[src/rtl/adder_pkg.sv]
// Shared constants and result payload for the datapath adder-comparison set.
package adder_pkg;

   localparam int unsigned ADDER_WIDTH = 32;
   localparam int unsigned GROUP_W     = 4;
   localparam int unsigned NUM_GROUPS  = ADDER_WIDTH / GROUP_W;

   typedef struct packed {
      logic [ADDER_WIDTH-1:0] sum;
      logic                   cout;
      logic                   ovf;
   } adder_result_t;

endpackage

[src/rtl/cla4_group.sv]
// 4-bit carry-lookahead group with group propagate/generate outputs.
module cla4_group
   import adder_pkg::*;
(
   input  logic [GROUP_W-1:0] a,
   input  logic [GROUP_W-1:0] b,
   input  logic               ci,
   output logic [GROUP_W-1:0] s,
   output logic               co,
   output logic               P,
   output logic               G
);

   logic [GROUP_W-1:0] w_g;
   logic [GROUP_W-1:0] w_p;
   logic [GROUP_W-1:0] w_c;

   assign w_g = a & b;
   assign w_p = a ^ b;

   // Flattened lookahead: every internal carry depends only on g/p and ci.
   always_comb begin
      w_c    = '0;
      w_c[0] = ci;
      w_c[1] = w_g[0] | (w_p[0] & ci);
      w_c[2] = w_g[1] | (w_p[1] & w_g[0]) | (w_p[1] & w_p[0] & ci);
      w_c[3] = w_g[2] | (w_p[2] & w_g[1]) | (w_p[2] & w_p[1] & w_g[0])
             | (w_p[2] & w_p[1] & w_p[0] & ci);
   end

   assign G  = w_g[3] | (w_p[3] & w_g[2]) | (w_p[3] & w_p[2] & w_g[1])
             | (w_p[3] & w_p[2] & w_p[1] & w_g[0]);
   assign P  = &w_p;
   assign co = G | (P & ci);
   assign s  = w_p ^ w_c;

endmodule

[src/rtl/cia32_cla.sv]
// Registered 32-bit carry-increment adder: CLA groups plus per-group incrementers.
module cia32_cla
   import adder_pkg::*;
#(
   parameter int unsigned WIDTH = ADDER_WIDTH,
   parameter int unsigned GROUP = GROUP_W
) (
   input  logic             clk,
   input  logic             rst,
   input  logic             in_valid,
   input  logic [WIDTH-1:0] a,
   input  logic [WIDTH-1:0] b,
   input  logic             cin,
   output logic [WIDTH-1:0] sum,
   output logic             cout,
   output logic             ovf,
   output logic             out_valid
);

   localparam int unsigned NG = WIDTH / GROUP;

   logic [NG:0]      w_c;
   logic [NG-1:0]    w_p;
   logic [NG-1:0]    w_g;
   logic [NG-1:0]    w_co;
   logic [WIDTH-1:0] w_ps;
   logic [WIDTH-1:0] w_s;
   logic             w_ovf;
   logic             w_unused;
   adder_result_t    w_res;
   adder_result_t    r_res;
   logic             r_valid;

   assign w_c[0] = cin;

   // Groups above 0 add with carry-in 0; the true group carry is applied afterwards.
   for (genvar k = 0; k < NG; k++) begin : g_grp
      if (k == 0) begin : g_lsb
         cla4_group u_cla (
            .a  (a[k*GROUP +: GROUP]),
            .b  (b[k*GROUP +: GROUP]),
            .ci (cin),
            .s  (w_ps[k*GROUP +: GROUP]),
            .co (w_co[k]),
            .P  (w_p[k]),
            .G  (w_g[k])
         );
         assign w_s[k*GROUP +: GROUP] = w_ps[k*GROUP +: GROUP];
         assign w_c[k+1]              = w_co[k];
      end else begin : g_inc
         cla4_group u_cla (
            .a  (a[k*GROUP +: GROUP]),
            .b  (b[k*GROUP +: GROUP]),
            .ci (1'b0),
            .s  (w_ps[k*GROUP +: GROUP]),
            .co (w_co[k]),
            .P  (w_p[k]),
            .G  (w_g[k])
         );
         assign w_s[k*GROUP +: GROUP] = w_ps[k*GROUP +: GROUP] + GROUP'(w_c[k]);
         assign w_c[k+1]              = w_g[k] | (w_p[k] & w_c[k]);
      end
   end

   // With ci=0 the upper-group co equals G, and group 0 uses co directly.
   assign w_unused = &{1'b0, w_g[0], w_co[NG-1:1]};

   assign w_ovf = (a[WIDTH-1] == b[WIDTH-1]) & (w_s[WIDTH-1] != a[WIDTH-1]);

   always_comb begin
      w_res      = '0;
      w_res.sum  = w_s;
      w_res.cout = w_c[NG];
      w_res.ovf  = w_ovf;
   end

   always_ff @(posedge clk or posedge rst) begin
      if (rst) begin
         r_res   <= '0;
         r_valid <= 1'b0;
      end else begin
         r_valid <= in_valid;
         if (in_valid) begin
            r_res <= w_res;
         end
      end
   end

   assign sum       = r_res.sum;
   assign cout      = r_res.cout;
   assign ovf       = r_res.ovf;
   assign out_valid = r_valid;

endmodule

[config.mk]
export PLATFORM = sky130hd
export DESIGN_NAME = cia32_cla
export DESIGN_NICKNAME = d
export VERILOG_FILES = /design/src/rtl/adder_pkg.sv /design/src/rtl/cla4_group.sv /design/src/rtl/cia32_cla.sv
export SDC_FILE = /design/constraint.sdc
export NUM_CORES = 1
export LEC_CHECK = 0
export CAP_MARGIN = 20
export CORE_MARGIN = 3
export CORE_UTILIZATION = 47
export DETAILED_ROUTE_END_ITERATION = 10
export PLACE_DENSITY_LB_ADDON = 0.05
export SYNTH_ARGS = -nofsm -noshare
export SYNTH_HDL_FRONTEND = slang
export SYNTH_HIERARCHICAL = 1
export SYNTH_SLANG_ARGS = --single-unit
[constraint.sdc]
create_clock -name clk -period 1.3 [get_ports clk]
set_clock_uncertainty 0.15 [all_clocks]
set_input_delay 0.195 -clock clk [delete_from_list [all_inputs] [get_ports clk]]
set_output_delay 0.195 -clock clk [all_outputs]
set_load 0.01 [all_outputs]
==> results.sh, run 1 <==
export IMPL_outcome="finished, violations left"
export IMPL_violations="setup timing"
export IMPL_rsz0062_at_grt="yes"
export IMPL_rr_worst_depth=2
export IMPL_initial_core_util_pct=50.3
export IMPL_route_met2_wl_mm=7.18
export IMPL_nets=650
export IMPL_die_w_um=87.3
export IMPL_cp_max_fo=3
export IMPL_final_common_cell="buf_4"
export IMPL_setup_viol=31
export IMPL_crit_family="compound AO/OA/AOI/OAI gates"
export IMPL_wl_per_cell_um=22.6
export IMPL_grt_total_usage_pct=32.8
export IMPL_path_class="input pin to flip-flop"
export IMPL_synthCells=307
export IMPL_cts_tree="yes"
export IMPL_setup_ws_ns=-1.35
export IMPL_worst_pin_slew_ns=0.522
export IMPL_die_h_um=87.3
export IMPL_met1_length_mm=4.92
export IMPL_final_cell_mix="buf_4 (90), inv_1 (38), dfrtp_1 (35), clkbuf_2 (35), ha_4 (30)"
export IMPL_drtIter0Drc=176
export IMPL_dieArea_um2=7610
export IMPL_layout_drive_gt1_share_pct=51.8
export IMPL_stdcell_count=604
export IMPL_io_buffers=102
export IMPL_cts_max_level=2
export IMPL_drv_slew=0
export IMPL_max_slew_margin_pct=65.0
export IMPL_crit_cells=12
export IMPL_crit_slowest_cell="o41a_1"
export IMPL_route_detailed_drc=0
export IMPL_cts_root_buf="clkbuf_8"
export IMPL_hold_class="input pin to asynchronous set/reset pin"
export IMPL_antenna_found_initial=0
export IMPL_routabilityCongestion=0.871
export IMPL_dpl_cell_count=576
export IMPL_cp_num_buf_inv=2
export IMPL_path_cells="buf_6, ha_4, a21oi_4, o21bai_1, a21o_1, a211oi_2, o21bai_4, o41a_1, ha_2, buf_4, ha_4, mux2_4"
export IMPL_cts_buffer_depth=2
export IMPL_grt_overflow=0
export IMPL_vdd_drop_max_v=0.000885
export IMPL_wirelength_mm=13.7
export IMPL_cellLeakagePower_nw=2.78
export IMPL_via_per_inst=5.70
export IMPL_drv_cap=0
export IMPL_finalHoldViolations=0
export IMPL_firstDrtPassIters=4
export IMPL_max_freq_ghz=0.377
export IMPL_io_pins=103
export IMPL_r2r_start="cout"
export IMPL_multi_input_area_um2=2850
export IMPL_start_kind="input pin"
export IMPL_critPathArrivalTime_ns=2.70
export IMPL_rr_endpoint="cout"
export IMPL_cp_common_cell="ha_4"
export IMPL_syn_cell_area_um2=3100
export IMPL_clk_pin_slew_ns=0.08
export IMPL_cts_buffers=5
export IMPL_vias=3440
export IMPL_core_area_um2=6170
export IMPL_fin_crit_sh_pct=204
export IMPL_avgSynthCellArea_um2=10.1
export IMPL_postRouteAntennaNets=0
export IMPL_grt_pass1_wl_mm=18.9
export IMPL_final_seq_area_um2=876
export IMPL_wl_met3_um=832
export IMPL_grt_max_degree=26
export IMPL_regToRegSetupSlack_ns=0.15
export IMPL_cts_sinks=35
export IMPL_powerDensity_nw_per_um2=1050
export IMPL_cpPeakStageDelay_ns=0.41
export IMPL_hpwl_mm=7.12
export IMPL_fillCellCount=218
export IMPL_end_kind="flip-flop"
export IMPL_yosys_warnings=6
export IMPL_grt_pass1_vias=3808
export IMPL_period_minus_slack_ns=2.65
export IMPL_required_ns=1.35
export IMPL_antenna_cells=0
export IMPL_insertion_delay_ns=0.30
export IMPL_area_delta_synth_final_pct=83.3
export IMPL_whs_ns=0.0983
export IMPL_dr_max_layer_used="met4"
export IMPL_fp_row_count=28
## per-stage QoR
| step | setup slack [ns] | utilization [%] | TNS [ns] | total power [W] | instance area (um2) |
|---|---|---|---|---|---|
| finish | -1.35 | 92.2 | -27.99 | 0.00599 | 5690 |
| global route | -1.39 | 92.2 | -28.76 | 0.00623 | 5690 |
| floorplan | -1.26 | - | -24.26 | 0.00293 | 3420 |
| CTS | -1.30 | 90.2 | -27.92 | 0.00552 | 5560 |
| global placement | -1.88 | 82.9 | -48.15 | 0.00435 | 5110 |
| detailed placement | -1.94 | 82.9 | -49.18 | 0.00446 | 5110 |
## where the power goes
part	total, W	switching, W	internal, W
clock	0.000923	0.000439	0.000484
sequential	0.00161	0.000228	0.00139
combinational	0.00345	0.00165	0.00180
## layout make-up
class | instances | area share, %
clock buffers | 8 | 1.76
inverters | 41 | 2.71
well taps | 75 | 1.65
multi-input cells | 245 | 50.0
repair buffers | 200 | 28.4
flip-flops and latches | 35 | 15.4
## flip-flops by register name, summed over array words and instances, names as in the netlist
register,flops
sum,32
cout,1
out_valid,1
ovf,1
## worst register-to-register path: stages, from the launching register on
cell and delay [ns]:
dfrtp_1 0.40, mux2_2 0.29, a31o_1 0.20
## per-layer routing
| metal | vias up | GRT usage [%] |
|---|---|---|
| met5 | - | 0 |
| met4 | 0 | 17.0 |
| met3 | 69 | 8.61 |
| met2 | 186 | 59.0 |
| met1 | 1692 | 34.8 |
| li1 | 1493 | - |
## how the worst max path moves through the flow
stage | startpoint | end | slack [ns]
after floorplan | a[0] | ovf | -1.26
after global placement | a[0] | ovf | -1.88
after detailed placement | a[0] | ovf | -1.94
after CTS | b[2] | ovf | -1.30
after global routing | b[9] | ovf | -1.39
final | b[9] | sum[29] | -1.35
## timing repair
action	CTS	global route
pin swaps	54	41
setup buffers	15	8
hold buffers	0	0
gates resized for setup	178	100
setup endpoints to repair	69	65
(Power assumes the default switching activity.)
==> inputs of run 2 (changes only) <==
--- a/config.mk
+++ b/config.mk
@@ -9,6 +9,7 @@
 export CORE_MARGIN = 3
 export CORE_UTILIZATION = 47
 export DETAILED_ROUTE_END_ITERATION = 10
+export GPL_TIMING_DRIVEN = 0
 export PLACE_DENSITY_LB_ADDON = 0.05
 export SYNTH_ARGS = -nofsm -noshare
 export SYNTH_HDL_FRONTEND = slang
==> results.sh, run 2 (synthesis gave the netlist of run 1 again) <==
export IMPL_drv_slew=0
export IMPL_grt_pass1_wl_mm=13.4
export IMPL_critPathArrivalTime_ns=2.68
export IMPL_drv_cap=0
export IMPL_worst_pin_slew_ns=0.903
export IMPL_core_area_um2=6170
export IMPL_postRouteAntennaNets=0
export IMPL_vias=2855
export IMPL_cts_tree="yes"
export IMPL_antenna_cells=0
export IMPL_r2r_start="cout"
export IMPL_final_cell_area_um2=5230
export IMPL_grt_pass1_vias=3004
export IMPL_final_cell_mix="inv_1 (39), dfrtp_1 (35), clkdlybuf4s50_1 (32), ha_4 (29), clkdlybuf4s15_1 (26)"
export IMPL_clk_pin_slew_ns=0.07
export IMPL_vdd_drop_max_v=0.000912
export IMPL_powerDensity_nw_per_um2=1020
export IMPL_grt_max_degree=24
export IMPL_insertion_delay_ns=0.28
export IMPL_grt_overflow=0
export IMPL_initial_core_util_pct=50.3
export IMPL_fp_row_count=28
export IMPL_start_kind="input pin"
export IMPL_dpl_instance_area_um2=4550
export IMPL_cts_buffers=5
export IMPL_die_h_um=87.3
export IMPL_wl_per_cell_um=15.8
export IMPL_largest_reg_flops=32
export IMPL_fin_util_pct=84.8
export IMPL_max_freq_ghz=0.381
export IMPL_violations="setup timing"
export IMPL_power_switching_w=0.00187
export IMPL_tns_ns=-29.24
export IMPL_cts_sinks=35
export IMPL_drtIter0Drc=71
export IMPL_hold_class="input pin to asynchronous set/reset pin"
export IMPL_rsz0062_at_grt="yes"
export IMPL_cts_max_level=2
export IMPL_finalHoldViolations=0
export IMPL_setup_viol=31
export IMPL_share_comb_of_total_power_pct=53.7
export IMPL_routabilityCongestion=0.788
export IMPL_place_ws_ns=-2.08
export IMPL_required_ns=1.36
export IMPL_cpPeakStageDelay_ns=0.49
export IMPL_fillCellCount=358
export IMPL_setup_ws_ns=-1.33
export IMPL_clkPwrFrac_pct=16.6
export IMPL_crit_start="b[17]"
export IMPL_path_cells="clkdlybuf4s50_1, ha_4, a21oi_4, o21bai_1, a21o_1, o41a_1, ha_2, nand3_2, xor2_2, or3_1, a31oi_1"
export IMPL_cts_root_buf="clkbuf_8"
export IMPL_dieArea_um2=7610
export IMPL_p_int_w=0.00344
export IMPL_fin_crit_sh_pct=202
export IMPL_antenna_found_initial=0
export IMPL_via_per_inst=5.24
export IMPL_layout_drive_gt1_share_pct=36.6
export IMPL_cts_buffer_depth=2
export IMPL_io_buffers=102
export IMPL_cp_max_fo=5
export IMPL_max_slew_margin_pct=39.8
export IMPL_end_kind="flip-flop"
export IMPL_hpwl_mm=6.02
export IMPL_io_pins=103
export IMPL_whs_ns=0.291
export IMPL_grt_total_usage_pct=22.4
export IMPL_outcome="finished, violations left"
export IMPL_path_class="input pin to flip-flop"
export IMPL_wirelength_mm=8.62
export IMPL_rr_worst_depth=2
export IMPL_die_w_um=87.3
export IMPL_crit_slowest_cell="clkdlybuf4s50_1"
export IMPL_period_minus_slack_ns=2.63
export IMPL_nets=591
export IMPL_firstDrtPassIters=4
export IMPL_final_common_cell="inv_1"
export IMPL_seqPwrFrac_pct=29.7
export IMPL_route_detailed_drc=0
export IMPL_area_delta_synth_final_pct=68.4
export IMPL_cellLeakagePower_nw=2.38
export IMPL_p_sw_share_pct=35.3
## run 2: path summary, 6_finish.rpt
path / end / slack [ns]
max in group asynchronous: cout / 0.11
worst max register to register: cout / 0.19
worst min-delay path: sum[13] / 0.29
worst min register to register: sum[2] / 0.37
min in group clk: sum[2] / 0.29
worst max-delay path: ovf / -1.33
## run 2: worst max-delay path: cells and delay by family
| family | cells | cell delay (ns) |
|---|---|---|
| AND/OR/NAND/NOR | 2 | 0.40 |
| adder cells (fa/ha/maj) | 2 | 0.45 |
| buffers and inverters | 1 | 0.49 |
| XOR/XNOR | 1 | 0.07 |
| AO/OA/AOI/OAI | 5 | 1.07 |
## run 2: metrics by stage
stage | power, W | instances
after global placement | 0.00399 | 504
final | 0.00531 | 545
after floorplan | 0.00293 | 327
after detailed placement | 0.00407 | 505
after CTS | 0.00514 | 534
after global routing | 0.00565 | 545
## run 2: area by class of cell
type	count	area [um2]	area share [%]
Timing Repair Buffer	135	1180	22.6
Multi-Input combinational cell	245	2770	53.0
Inverter	41	156	2.99
Buffer	6	50.0	0.958
Tap cell	75	93.8	1.80
Sequential cell	35	876	16.8
Clock buffer	8	100	1.92
## run 2: repair_timing
item                                   4_1_cts  5_1_grt
setup buffers                               21       11
setup endpoints to repair                   69       45
hold buffers                                 0        1
gates resized for setup                    176       56
gates cloned                                 0        0
pin swaps                                   39       30
endpoints found under the hold margin        0        1
## run 2: routing by layer
metal / GRT usage, % / share of wire (%) / vias to the layer above
met5: 0 / 0 / -
met4: 4.46 / 0.89 / 0
met3: 6.24 / 6.0 / 10
met2: 41.4 / 54 / 81
met1: 25.7 / 39 / 1386
li1: - / - / 1378
## run 2: power by group through the flow
| stage | registers, W | logic [W] | clock network (W) |
|---|---|---|---|
| after global routing | 0.00161 | 0.00309 | 0.000940 |
| after global placement | 0.00157 | 0.00242 | 0 |
| after CTS | 0.00157 | 0.00268 | 0.000891 |
| final | 0.00158 | 0.00285 | 0.000879 |
| after detailed placement | 0.00158 | 0.00249 | 0 |
| after floorplan | 0.00169 | 0.00124 | 0 |
==> inputs of run 3 (changes only) <==
--- a/config.mk
+++ b/config.mk
@@ -7,9 +7,10 @@
 export LEC_CHECK = 0
 export CAP_MARGIN = 20
 export CORE_MARGIN = 3
-export CORE_UTILIZATION = 47
+export CORE_UTILIZATION = 51
 export DETAILED_ROUTE_END_ITERATION = 10
 export GPL_TIMING_DRIVEN = 0
+export MAX_ROUTING_LAYER = met4
 export PLACE_DENSITY_LB_ADDON = 0.05
 export SYNTH_ARGS = -nofsm -noshare
 export SYNTH_HDL_FRONTEND = slang
==> constraint.sdc (replaced) <==
create_clock -name clk -period 3.4 [get_ports clk]
set_clock_uncertainty 0.15 [all_clocks]
set_input_delay 0.51 -clock clk [delete_from_list [all_inputs] [get_ports clk]]
set_output_delay 0.51 -clock clk [all_outputs]
set_load 0.01 [all_outputs]
==> results.sh, run 3 (synthesis gave the netlist of run 1 again) <==
export IMPL_outcome="completed"
export IMPL_regToRegSetupSlack_ns=2.33
export IMPL_cp_num_buf_inv=2
export IMPL_wl_per_cell_um=14.9
export IMPL_cellLeakagePower_nw=2.12
export IMPL_r2r_start="cout"
export IMPL_fin_crit_sh_pct=96.2
export IMPL_start_kind="input pin"
export IMPL_crit_cells=13
export IMPL_antenna_found_initial=0
export IMPL_wirelength_mm=7.64
export IMPL_setup_viol=0
export IMPL_fp_row_count=27
export IMPL_rr_worst_depth=2
export IMPL_grt_total_usage_pct=22.6
export IMPL_cts_max_level=2
export IMPL_initial_core_util_pct=54.4
export IMPL_tns_ns=0
export IMPL_place_ws_ns=-0.376
export IMPL_postCtsHoldBufs=0
export IMPL_antenna_cells=0
export IMPL_p_int_w=0.00119
export IMPL_die_w_um=84
export IMPL_die_h_um=84
export IMPL_via_per_inst=5.27
export IMPL_crit_family="compound AO/OA/AOI/OAI gates"
export IMPL_clk_pin_slew_ns=0.07
export IMPL_share_comb_of_total_power_pct=50.5
export IMPL_p_sw_share_pct=33.8
export IMPL_grt_pass1_vias=2815
export IMPL_hold_class="flip-flop to flip-flop"
export IMPL_cp_max_fo=5
export IMPL_crit_slowest_cell="clkdlybuf4s50_1"
export IMPL_route_detailed_drc=0
export IMPL_cts_tree="yes"
export IMPL_cpPeakStageDelay_ns=0.50
export IMPL_firstDrtPassIters=4
export IMPL_powerDensity_nw_per_um2=394
export IMPL_routabilityCongestion=0.847
export IMPL_insertion_delay_ns=0.29
export IMPL_period_minus_slack_ns=3.27
export IMPL_rsz0062_at_grt="no"
export IMPL_cts_buffer_depth=2
export IMPL_finalHoldViolations=0
export IMPL_io_buffers=102
export IMPL_path_class="input pin to flip-flop"
export IMPL_grt_max_degree=22
export IMPL_end_kind="flip-flop"
export IMPL_core_area_um2=5710
export IMPL_max_slew_margin_pct=55.1
export IMPL_postRouteAntennaNets=0
export IMPL_nets=562
export IMPL_drv_slew=0
export IMPL_final_cell_mix="clkdlybuf4s50_1 (95), inv_1 (41), ha_1 (39), dfrtp_1 (35), a21oi_1 (27)"
export IMPL_hpwl_mm=6.09
export IMPL_final_common_cell="clkdlybuf4s50_1"
export IMPL_drv_cap=0
export IMPL_vdd_drop_max_v=0.000458
export IMPL_rr_endpoint="cout"
export IMPL_seqPwrFrac_pct=33.3
export IMPL_grt_overflow=0
export IMPL_required_ns=3.43
export IMPL_total_power_w=0.00179
export IMPL_crit_start="b[5]"
export IMPL_vias=2701
export IMPL_area_delta_synth_final_pct=46.5
export IMPL_drtIter0Drc=94
export IMPL_largest_reg_flops=32
export IMPL_critPathArrivalTime_ns=3.30
export IMPL_io_pins=103
export IMPL_worst_pin_slew_ns=0.673
export IMPL_cts_buffers=5
export IMPL_max_freq_ghz=0.306
export IMPL_cts_root_buf="clkbuf_8"
export IMPL_min_from="sum[13]"
export IMPL_crit_path_end="sum[25]"
export IMPL_power_switching_w=0.000606
export IMPL_dieArea_um2=7060
export IMPL_cts_sinks=35
export IMPL_clkPwrFrac_pct=16.2
export IMPL_path_cells="clkdlybuf4s50_1, ha_4, a21oi_4, o21bai_1, a21o_1, a211oi_2, o21bai_2, buf_4, a21o_2, a21o_1, ha_1, ha_1, mux2_2"
export IMPL_grt_pass1_wl_mm=12.6
export IMPL_layout_drive_gt1_share_pct=14.1
export IMPL_setup_ws_ns=0.129
run 3: metrics by stage:
| step | hold slack, ns | instances | area, um2 | util, % |
|---|---|---|---|---|
| after floorplan | 0.379 | 327 | 3180 | - |
| after CTS | 0.348 | 512 | 4430 | 77.6 |
| after global placement | 0.327 | 501 | 4290 | 75.1 |
| final | 0.343 | 513 | 4550 | 79.6 |
| after global routing | 0.367 | 513 | 4550 | 79.6 |
| after detailed placement | 0.329 | 502 | 4320 | 75.6 |
run 3: power by group through the flow:
stage	clock [W]	sequential (W)	combinational (W)
floorplan	0	0.000646	0.000406
global placement	0	0.000599	0.000844
detailed placement	0	0.000601	0.000876
CTS	0.000297	0.000596	0.000888
global route	0.000320	0.000610	0.000988
finish	0.000290	0.000597	0.000904
run 3: worst min-delay path by stage:
| stage | to | slack (ns) | depth (start not counted) |
|---|---|---|---|
| finish | sum[13] | 0.34 | 1 |
| global route | sum[13] | 0.37 | 1 |
| CTS | sum[13] | 0.35 | 1 |
| detailed placement | sum[13] | 0.33 | 1 |
| global placement | sum[13] | 0.33 | 1 |
| floorplan | sum[13] | 0.38 | 1 |
run 3: per-layer routing:
| layer | GRT usage [%] | vias to the layer above | share of wire [%] |
|---|---|---|---|
| met5 | - | - | 0 |
| met2 | 39.6 | 72 | 53 |
| met3 | 4.84 | 6 | 5.0 |
| met1 | 26.6 | 1295 | 41 |
| met4 | 4.82 | 0 | 0.82 |
| li1 | - | 1328 | - |
run 3: cell type report:
type,count,area (um2)
Timing Repair Buffer,106,1090
Sequential cell,35,876
Multi-Input combinational cell,245,2230
Clock inverter,1,5.00
Buffer,6,25.0
Clock buffer,7,76.3
Inverter,41,154
Tap cell,72,90.1
Fill cell,395,1160
run 3: worst register-to-register path, stage by stage (launching register included):
cell and delay [ns]:
dfrtp_1 0.38, mux2_2 0.26, a31o_1 0.18
run 3: timing repair:
item,in CTS,in global routing
pin swaps,4,8
buffers inserted,2,1
endpoints found under the setup margin,1,4
gates resized for setup,4,16
hold endpoints to repair,0,0
==> RTL change, RTL diff (settings of run 2) <==
Reset style: synchronous (`rst`), changed in one clocked block.
--- a/src/rtl/cia32_cla.sv
+++ b/src/rtl/cia32_cla.sv
@@ -74,7 +74,7 @@
       w_res.ovf  = w_ovf;
    end
 
-   always_ff @(posedge clk or posedge rst) begin
+   always_ff @(posedge clk) begin
       if (rst) begin
          r_res   <= '0;
          r_valid <= 1'b0;
Formal check against the unedited RTL: differs if rst is asserted again (counterexample within 4 cycles, from zero or initial values and one cycle with rst high); with rst held inactive, the same outputs for 10 cycles.
==> RTL change against run 2 <==
Clock power decreased by 12%. Synthesized area decreased by 2.6%. Largest cell class unchanged. Setup slack got worse by 4.2 ps. Critical path type unchanged. Routed wire length increased by 8.8%. Sequential power decreased by 19%. The flow still finishes with violations (setup timing). Power decreased by 16%. Critical endpoint is now ovf. Sequential cell count unchanged. Design area increased by 0.14%. Highest routed layer unchanged.
==> RTL change: results (changes against run 2) <==
Outcome -> complete, but fails checks
Failing checks -> setup timing
Final net count -> 620 (+4.9%)
PortBufs -> 100 (-2.0%)
Post-DP Area -> 4540 µm² (about the same)
Setup TNS -> -26740 ps (+2500 ps)
H-tree depth -> 2 (unchanged)
Worst hold path type -> primary input to flop
Maximum vdd ir drop -> 0.000910 V (-0.23%)
Final setup viols -> 31 (unchanged)
DP Worst Slack -> -2020 ps (+59.3 ps)
Leak pwr -> 2.42 nW (+1.9%)
Share of layout cells above drive strength 1 -> 0.371 (+0.00478)
Pin count of the biggest net entering global routing -> 13 (-46%)
Worst Tran Pin Value -> 607 ps (-296 ps)
Cell-internal power -> 2.84 mW (-17%)
CP max FO -> 2 (-3)
Total GRT Usage -> 0.222 (-0.00178)
Top delay family on crit path -> simple AND/OR/NAND/NOR gates
DP Cell Count -> 526 (+4.2%)
First-pass GRT wire length -> 13.5 mm (+0.46%)
Final worst setup slack -> -1330 ps (-4.22 ps)
Vias in the first global route -> 3095 (+3.0%)
GPL Wtd Cong -> 0.800 (+1.6%)
Slowest stage delay, CP -> 540 ps (+50 ps)
Via/cell ratio -> 5.25 (+0.27%)
DR WL/cell -> 16.3 µm (+3.3%)
Final wirelength -> 9.38 mm (+8.8%)
## RTL change: repair_timing
item / 4_1_cts / 5_1_grt
hold buffers: 0 / 0
setup endpoints to repair: 69 / 35
pin swaps: 61 / 39
setup buffers: 31 / 9
gates resized for setup: 200 / 50
## RTL change: final timing paths
kind,from,end,slack (ps),depth (start not counted)
setup / recovery,a[25],ovf,-1330,13
hold / removal,in_valid,out_valid,90,2
setup reg to reg,cout,cout,370,2
hold reg to reg,sum[10],sum[10],330,2
## RTL change: power groups by stage
stage	combinational [mW]	sequential (mW)	clock (mW)
global route	2.63	1.29	0.832
CTS	2.15	1.27	0.784
floorplan	1.18	1.36	0
finish	2.42	1.28	0.775
detailed placement	1.98	1.30	0
global placement	1.93	1.30	0
## RTL change: routing by layer
| layer | wire, µm | vias to the layer above | GRT usage |
|---|---|---|---|
| met4 | 193 | 0 | 0.0453 |
| li1 | - | 1470 | - |
| met3 | 520 | 19 | 0.0608 |
| met1 | 3710 | 1431 | 0.251 |
| met2 | 4950 | 95 | 0.418 |
| met5 | 0 | - | 0 |
## RTL change: area by class of cell
type,instances,area (µm²)
Multi-Input combinational cell,266,2960
Timing Repair Buffer,140,1190
Fill cell,328,827
Sequential cell,35,701
Inverter,40,150
Tap cell,75,93.8
Clock buffer,5,68.8
Buffer,10,42.5
Clock inverter,3,20.0
